<file path="config.mk">
export PLATFORM = sky130hd
export DESIGN_NAME = change_dispenser
export DESIGN_NICKNAME = d
export VERILOG_FILES = /design/src/rtl/vending_pkg.sv /design/src/rtl/dispense_timer.sv /design/src/rtl/change_dispenser.sv
export SDC_FILE = /design/constraint.sdc
export NUM_CORES = 1
export LEC_CHECK = 0
export CORE_MARGIN = 4
export CORE_UTILIZATION = 55
export CTS_CLUSTER_DIAMETER = 100
export DETAILED_ROUTE_END_ITERATION = 10
export PLACE_DENSITY = 0.84
export REMOVE_ABC_BUFFERS = 1
export SLEW_MARGIN = 0
export SYNTH_ARGS = -nofsm -noshare
export SYNTH_HDL_FRONTEND = slang
export SYNTH_SLANG_ARGS = --single-unit
</file>
<file path="constraint.sdc">
create_clock -name clk -period 2.6 [get_ports clk]
set_input_delay 0.26 -clock clk [delete_from_list [all_inputs] [get_ports clk]]
set_output_delay 0.26 -clock clk [all_outputs]
set_load 0.02 [all_outputs]
</file>
<file path="src/rtl/vending_pkg.sv">
// Shared vending-machine definitions: payout FSM states, coin values and drink price.
package vending_pkg;

  typedef enum logic [2:0] {
    ST_IDLE       = 3'd0,
    ST_CHOOSE     = 3'd1,
    ST_DRIVE_ONE  = 3'd2,
    ST_DRIVE_HALF = 3'd3,
    ST_GAP        = 3'd4,
    ST_DONE       = 3'd5,
    ST_FAULT      = 3'd6
  } state_e;

  // Coin values and prices are expressed in 5-jiao units.
  localparam int unsigned COIN_ONE  = 2;
  localparam int unsigned COIN_HALF = 1;
  localparam int unsigned PRICE     = 5;

endpackage

</file>
<file path="src/rtl/dispense_timer.sv">
// Hopper timeout counter: counts enabled cycles and flags the last permitted cycle.
module dispense_timer #(
  parameter int unsigned TIMEOUT = 16
) (
  input  logic clk,
  input  logic reset,
  input  logic clear,
  input  logic enable,
  output logic expired
);

  localparam int unsigned CNT_W = (TIMEOUT > 1) ? $clog2(TIMEOUT) : 1;
  localparam logic [CNT_W-1:0] LAST = CNT_W'(TIMEOUT - 1);

  logic [CNT_W-1:0] cnt_q, cnt_d;

  // Saturate at LAST so a stalled FSM can never wrap the count.
  always_comb begin
    cnt_d = cnt_q;
    if (clear) begin
      cnt_d = '0;
    end else if (enable && (cnt_q != LAST)) begin
      cnt_d = cnt_q + CNT_W'(1);
    end
  end

  always_ff @(posedge clk or negedge reset) begin
    if (!reset) begin
      cnt_q <= '0;
    end else begin
      cnt_q <= cnt_d;
    end
  end

  assign expired = enable && (cnt_q == LAST);

endmodule

</file>
<file path="src/rtl/change_dispenser.sv">
// Coin payout controller: pays a 5-jiao-unit amount through 1-yuan and 5-jiao hoppers,
// one coin per enable/ack handshake, with empty-hopper fallback and hopper timeout.
module change_dispenser
  import vending_pkg::*;
#(
  parameter int unsigned AMT_W   = 4,
  parameter int unsigned TIMEOUT = 16
) (
  input  logic             clk,
  input  logic             reset,
  input  logic             req,
  input  logic [AMT_W-1:0] amount,
  output logic             busy,
  output logic             done,
  output logic             fault,
  output logic [AMT_W-1:0] paid,
  output logic             one_en,
  input  logic             one_ack,
  input  logic             one_empty,
  output logic             half_en,
  input  logic             half_ack,
  input  logic             half_empty
);

  localparam logic [AMT_W-1:0] ONE_V  = AMT_W'(COIN_ONE);
  localparam logic [AMT_W-1:0] HALF_V = AMT_W'(COIN_HALF);

  state_e           state_q, state_d;
  logic [AMT_W-1:0] remaining_q, remaining_d;
  logic [AMT_W-1:0] paid_q, paid_d;
  logic             fault_q, fault_d;
  logic             in_drive;
  logic             expired;

  assign in_drive = (state_q == ST_DRIVE_ONE) || (state_q == ST_DRIVE_HALF);

  // One counter serves both hoppers; it is held clear outside the drive states.
  dispense_timer #(
    .TIMEOUT (TIMEOUT)
  ) u_timer (
    .clk     (clk),
    .reset   (reset),
    .clear   (!in_drive),
    .enable  (in_drive),
    .expired (expired)
  );

  always_comb begin
    state_d     = state_q;
    remaining_d = remaining_q;
    paid_d      = paid_q;
    fault_d     = fault_q;

    case (state_q)
      ST_IDLE: begin
        if (req) begin
          remaining_d = amount;
          paid_d      = '0;
          fault_d     = 1'b0;
          state_d     = (amount == '0) ? ST_DONE : ST_CHOOSE;
        end
      end

      // Largest coin first; never pick a coin larger than what is still owed.
      ST_CHOOSE: begin
        if ((remaining_q >= ONE_V) && !one_empty) begin
          state_d = ST_DRIVE_ONE;
        end else if ((remaining_q >= HALF_V) && !half_empty) begin
          state_d = ST_DRIVE_HALF;
        end else begin
          state_d = ST_FAULT;
          fault_d = 1'b1;
        end
      end

      ST_DRIVE_ONE: begin
        if (one_ack) begin
          remaining_d = remaining_q - ONE_V;
          paid_d      = paid_q + ONE_V;
          state_d     = ST_GAP;
        end else if (expired) begin
          state_d = ST_FAULT;
          fault_d = 1'b1;
        end
      end

      ST_DRIVE_HALF: begin
        if (half_ack) begin
          remaining_d = remaining_q - HALF_V;
          paid_d      = paid_q + HALF_V;
          state_d     = ST_GAP;
        end else if (expired) begin
          state_d = ST_FAULT;
          fault_d = 1'b1;
        end
      end

      ST_GAP:   state_d = (remaining_q == '0) ? ST_DONE : ST_CHOOSE;
      ST_DONE:  state_d = ST_IDLE;
      ST_FAULT: state_d = ST_IDLE;
      default:  state_d = ST_IDLE;
    endcase
  end

  always_ff @(posedge clk or negedge reset) begin
    if (!reset) begin
      state_q     <= ST_IDLE;
      remaining_q <= '0;
      paid_q      <= '0;
      fault_q     <= 1'b0;
    end else begin
      state_q     <= state_d;
      remaining_q <= remaining_d;
      paid_q      <= paid_d;
      fault_q     <= fault_d;
    end
  end

  // Strobes are decoded from the state register so reset drops them immediately.
  assign busy    = (state_q != ST_IDLE);
  assign done    = (state_q == ST_DONE);
  assign one_en  = (state_q == ST_DRIVE_ONE);
  assign half_en = (state_q == ST_DRIVE_HALF);
  assign fault   = fault_q;
  assign paid    = paid_q;

endmodule

</file>
After elaboration in Yosys (flattened, before gate mapping):

Index checks and enable logic that the tools add are counted.

* add/sub/neg operators: 5
* magnitude comparators: 2
* equal/unequal tests: 15
* mux-type cells: 26
* reduce and logical (&&, ||, !) cells: 15

Operators with widths (count)
* two-way mux 4 bit: 8
* two-way mux 3 bit: 8
* one-hot mux 4 bit (3 select lines): 2
* one-hot mux 3 bit (5 select lines): 1
* != test 2 bit, second input constant: 6
* adder 4 x 1 -> 4 bit, second input constant: 2
* logical NOT 4 bit: 2
* equality test 3 x 2 -> 1 bit, second input constant: 2
* equality test 3 bit, second input constant: 2
* two-way mux 1 bit: 6
* AND reduction 6 bit: 1
* nonzero test 3 bit: 2
* adder 4 x 2 -> 4 bit, second input constant: 1
* equality test 4 bit, second input constant: 1
* >= comparator 4 x 1 -> 1 bit, second input constant: 1
* >= comparator 4 x 2 -> 1 bit, second input constant: 1
* logical AND 1 bit: 4
* != test 2 x 1 -> 1 bit, second input constant: 2
* != test 4 bit, second input constant: 1
* one-hot mux 1 bit (4 select lines): 1
* AND reduction 4 bit: 1
* nonzero test 4 bit: 1
* subtractor 4 x 1 -> 4 bit, second input constant: 1
* subtractor 4 x 2 -> 4 bit, second input constant: 1
* other kinds (4): 5

* register bits: 16
* bits of input ports: 11

Logic depth before layout (Yosys ltp):

* word-level depth: 6
* depth in mapped cells: 6
* gate-level depth less buffers: 6

Hierarchy:

Synthesis repeated with hierarchy kept, for this count alone.

* cell total of the unflattened synthesis: 127
* area total of the unflattened synthesis: 1118.6 um^2

Modules (own cells, without submodules)
* change_dispenser: instances 1, cells each 106, area an instance 879.6 um^2, sequential area each 300.3 um^2
* dispense_timer: instances 1, cells each 21, area an instance 239.0 um^2, sequential area each 100.1 um^2

Worst setup path before layout:

No wires, ideal clock.

* path kind: register -> register
* start: reg remaining_q[1]
* end: reg state_q[0]
* arrival time: 1479 ps
* setup slack: 1039 ps
* cell stages (with the launch flop): 7
* buffers on the path: 0
* period minus slack after synthesis: 1561 ps
* cells stage by stage: dfrtp_1 > inv_1 > ha_1 > inv_1 > a31oi_1 > or4b_1 > a31oi_1

* cells in the longest elaborated chain, start to end: 5

Ends and longest elaborated chain
* from (decl): RTL line change_dispenser.sv:29 `logic [AMT_W-1:0] remaining_q, remaining_d;`
* from (signal assigned): RTL line change_dispenser.sv:113 `remaining_q <= remaining_d;`
* >= comparator 4 x 1 -> 1 bit: RTL line change_dispenser.sv:68 `end else if ((remaining_q >= HALF_V) && !half_empty) begin`
* logical AND 1 bit: RTL line change_dispenser.sv:68
* two-way mux 3 bit: RTL line change_dispenser.sv:68
* two-way mux 3 bit *: RTL line change_dispenser.sv:66 `if ((remaining_q >= ONE_V) && !one_empty) begin`
* one-hot mux 3 bit (5 select lines) *: RTL line change_dispenser.sv:54 `case (state_q)`
* to (signal assigned): RTL line change_dispenser.sv:112 `state_q <= state_d;`
* to (decl): RTL line change_dispenser.sv:28 `state_e state_q, state_d;`

Mark *: on every way between the ends. The rest lies on a longest branch, timed or not.
A chain may end at the register's enable or synchronous reset.

Worst setup path after layout:

* start: reg state_q[0]
* end: out busy

* cells in the longest elaborated chain, start to end: 1

Ends and longest elaborated chain
* nonzero test 3 bit: RTL line change_dispenser.sv:120 `assign busy = (state_q != ST_IDLE);`
* to (decl): RTL line change_dispenser.sv:13 `output logic busy,`

No other way between the ends.

==> results.yml <==
run_status:
  status: "completed"
yosys:
  yosysTopAreaCellShare: 0.362
  yosysWarnings: 0
  synth_area_per_cell_sq_um: 8.20
  yosys-top-cells-count: "21 x nor2_1, 16 x dfrtp_1, 10 x a21oi_1, 10 x inv_1, 9 x nand2_1"
  synth_top_family_by_area: "simple AND/OR/NAND/NOR gates"
  post_synth_fa_ha_maj_area_fraction: 0.0904
  ys_seq_elements: 16
  netlist_area_sq_mm: 0.00111
  synth_compound_area_frac: 0.209
  synth_top_cell_by_area: "dfrtp_1"
  seq_area_frac_synth: 0.362
  synthXorXnorAreaFrac: 0.00791
  synth_edf_count: 0
  synth_most_common_cell: "nor2_1"
  ys_top_cells_by_area: "dfrtp_1 36%, ha_1 9.0%, nor2_1 7.1%"
  yosysUniqueCellTypes: 35
  synth_mux_area_frac: 0.0362
  ys_async_sr_fraction: 1.00
  netlist_instances: 135
  synth_top_flop_cell: "dfrtp_1"
  synthSimpleGateAreaFrac: 0.232
place:
  gp_congestion: 0.830
  placed_area_sq_mm: 0.00130
  io_buffers: 19
  hpwl_microns: 2020
critical_path:
  cp_slowest_cell: "dfrtp_1"
  worstReg2RegEnd: "state_q[0]$_DFFE_PN0N_"
  critPathMaxFanout: 19
  cp.arrival_ns: 2.05
  r2r_start: "remaining_q[1]$_DFFE_PN0P_"
  max_stage_delay_ns: 0.59
  r2r_cells: 6
  start_kind: "flop"
  reg2reg_slack_ns: 0.82
  worst_setup_path_end_kind: "output port"
  critPathKind: "flop to output port"
  path_cells: "or2_2 > nor2_1 > inv_1 > clkdlybuf4s50_1"
  critPathRequiredTime_ns: 2.34
hold_path:
  hp-class: "input port to async pin"
clock_network:
  cts_setup_buffers: 0
  cts_tree: "yes"
  postCtsHoldBufs: 0
  clock_latency_ns: 0.28
  htree_levels: 1
  cts.reportedPaths.clkPinSlew_ns: 0.10
  cts_root_buffer: "clkbuf_4"
  cts-resized-gates: 0
  cts-buffers-inserted: 3
  cts.sinks: 16
  clk_path_buf_depth: 2
floorplanning:
  ios: 20
  die_h_microns: 52.9
  num_rows: 15
  floorplan.initialDensity: 0.608
  die_area_sq_mm: 0.00280
  die_x_microns: 52.9
  core_area_sq_mm: 0.00182
cells_and_area:
  final_area_sq_mm: 0.00134
  layout-drive-gt1-share: 0.0392
  nNetsFinal: 173
  diodes: 0
  area_growth_pct: 21.0
route:
  wl_microns: 2620
  vias_per_cell: 5.85
  drtIter0Drc: 44
  ant_nets: 0
  wl_per_cell_microns: 14.7
  drt-pass1-iter-count: 5
  vias: 1041
  post-route-drc-count: 0
global_routing:
  grt_pass1_vias: 1047
  track_usage: 0.220
  grt_max_degree: 20
  gr-total-overflow: 0
  antenna_found_initial: 0
  grt_pass1_wl_microns: 4530
timing:
  rsz0062_at_grt: "false"
  fin_crit_ns: 2.31
  worst_hold_slack_ns: 0.399
  period_share: 0.889
  drv_slew: 0
  finalSetupTns_ns: 0
  finClkSkew_ns: 0.00474
  worst_slew_pin_slew_ns: 0.718
  fmax_ghz: 0.433
  maxSlewHeadroom: 0.520
  setup_violations: 0
  hold_violations: 0
flow_run:
  max-cap-violations: 0
power_and_ir_drop:
  cellPowerDensity_mw_per_mm2: 1100
  p_leak_nw: 0.597
  ir_drop_mv: 0.938
  p_total_mw: 1.47
==> stage by stage <==
stage | utilization | instances | setup slack [ns]
2_1_floorplan | - | 129 | 1.04
3_3_place_gp | 0.716 | 174 | 0.670
3_5_place_dp | 0.716 | 174 | 0.621
4_1_cts | 0.736 | 178 | 0.294
5_1_grt | 0.736 | 178 | 0.161
6_report | 0.736 | 178 | 0.289
==> cell families after synthesis <==
group           after synthesis
xor+xnor                      1
fa+ha+maj                     8
mux                           4
simple gates                 54
compound gates               36
buf+inv                      16
flops                        16
==> state kept, by name, indices dropped and copies added (netlist names) <==
register and cells:
remaining_q 4, fault 1, paid 4, state_q 3, u_timer.cnt_q 4
==> layer usage <==
metal | up-vias | part of all wire | track usage
li1 | 517 | - | -
met5 | - | 0 | 0
met2 | 41 | 0.51 | 0.405
met4 | 0 | 0.0088 | 0.0468
met3 | 2 | 0.060 | 0.0254
met1 | 481 | 0.43 | 0.271
==> report_power, final <==
part | total [mW] | switching [mW] | internal, mW
clock network | 0.164 | 0.0793 | 0.0851
logic | 0.804 | 0.442 | 0.362
registers | 0.500 | 0.157 | 0.343
==> how the worst max path moves through the flow <==
| stage | to | cells after the start | startpoint |
|---|---|---|---|
| 2_1_floorplan | state_q[0]$_DFFE_PN0N_ | 6 | remaining_q[1]$_DFFE_PN0P_ |
| 3_3_place_gp | busy | 4 | state_q[0]$_DFFE_PN0N_ |
| 3_5_place_dp | busy | 4 | state_q[0]$_DFFE_PN0N_ |
| 4_1_cts | busy | 4 | state_q[0]$_DFFE_PN0N_ |
| 5_1_grt | busy | 4 | state_q[0]$_DFFE_PN0N_ |
| 6_report | busy | 4 | state_q[0]$_DFFE_PN0N_ |
==> cells in the final DEF (no fill, tap or decap), types with 7 or more instances in the layout <==
master,instances
nand2_1,9
inv_1,10
o21ai_0,7
nor2_1,21
dfrtp_1,16
clkdlybuf4s50_1,19
nand3_1,8
ha_1,8
a21oi_1,10
==> area by class of cell <==
class,instances,area (sq um)
multi-input combinational,103,637
fill,148,480
sequential,16,400
timing repair buffer,20,198
inverter,10,37.5
clock buffer,4,36.3
tap,25,31.3
==> critical path, delay by kind of cell (launching register included) <==
family | cells | cell delay (ns)
simple gates | 2 | 0.58
flops | 1 | 0.59
buf+inv | 2 | 0.59
No activity file was read; power rests on OpenSTA's default activity.
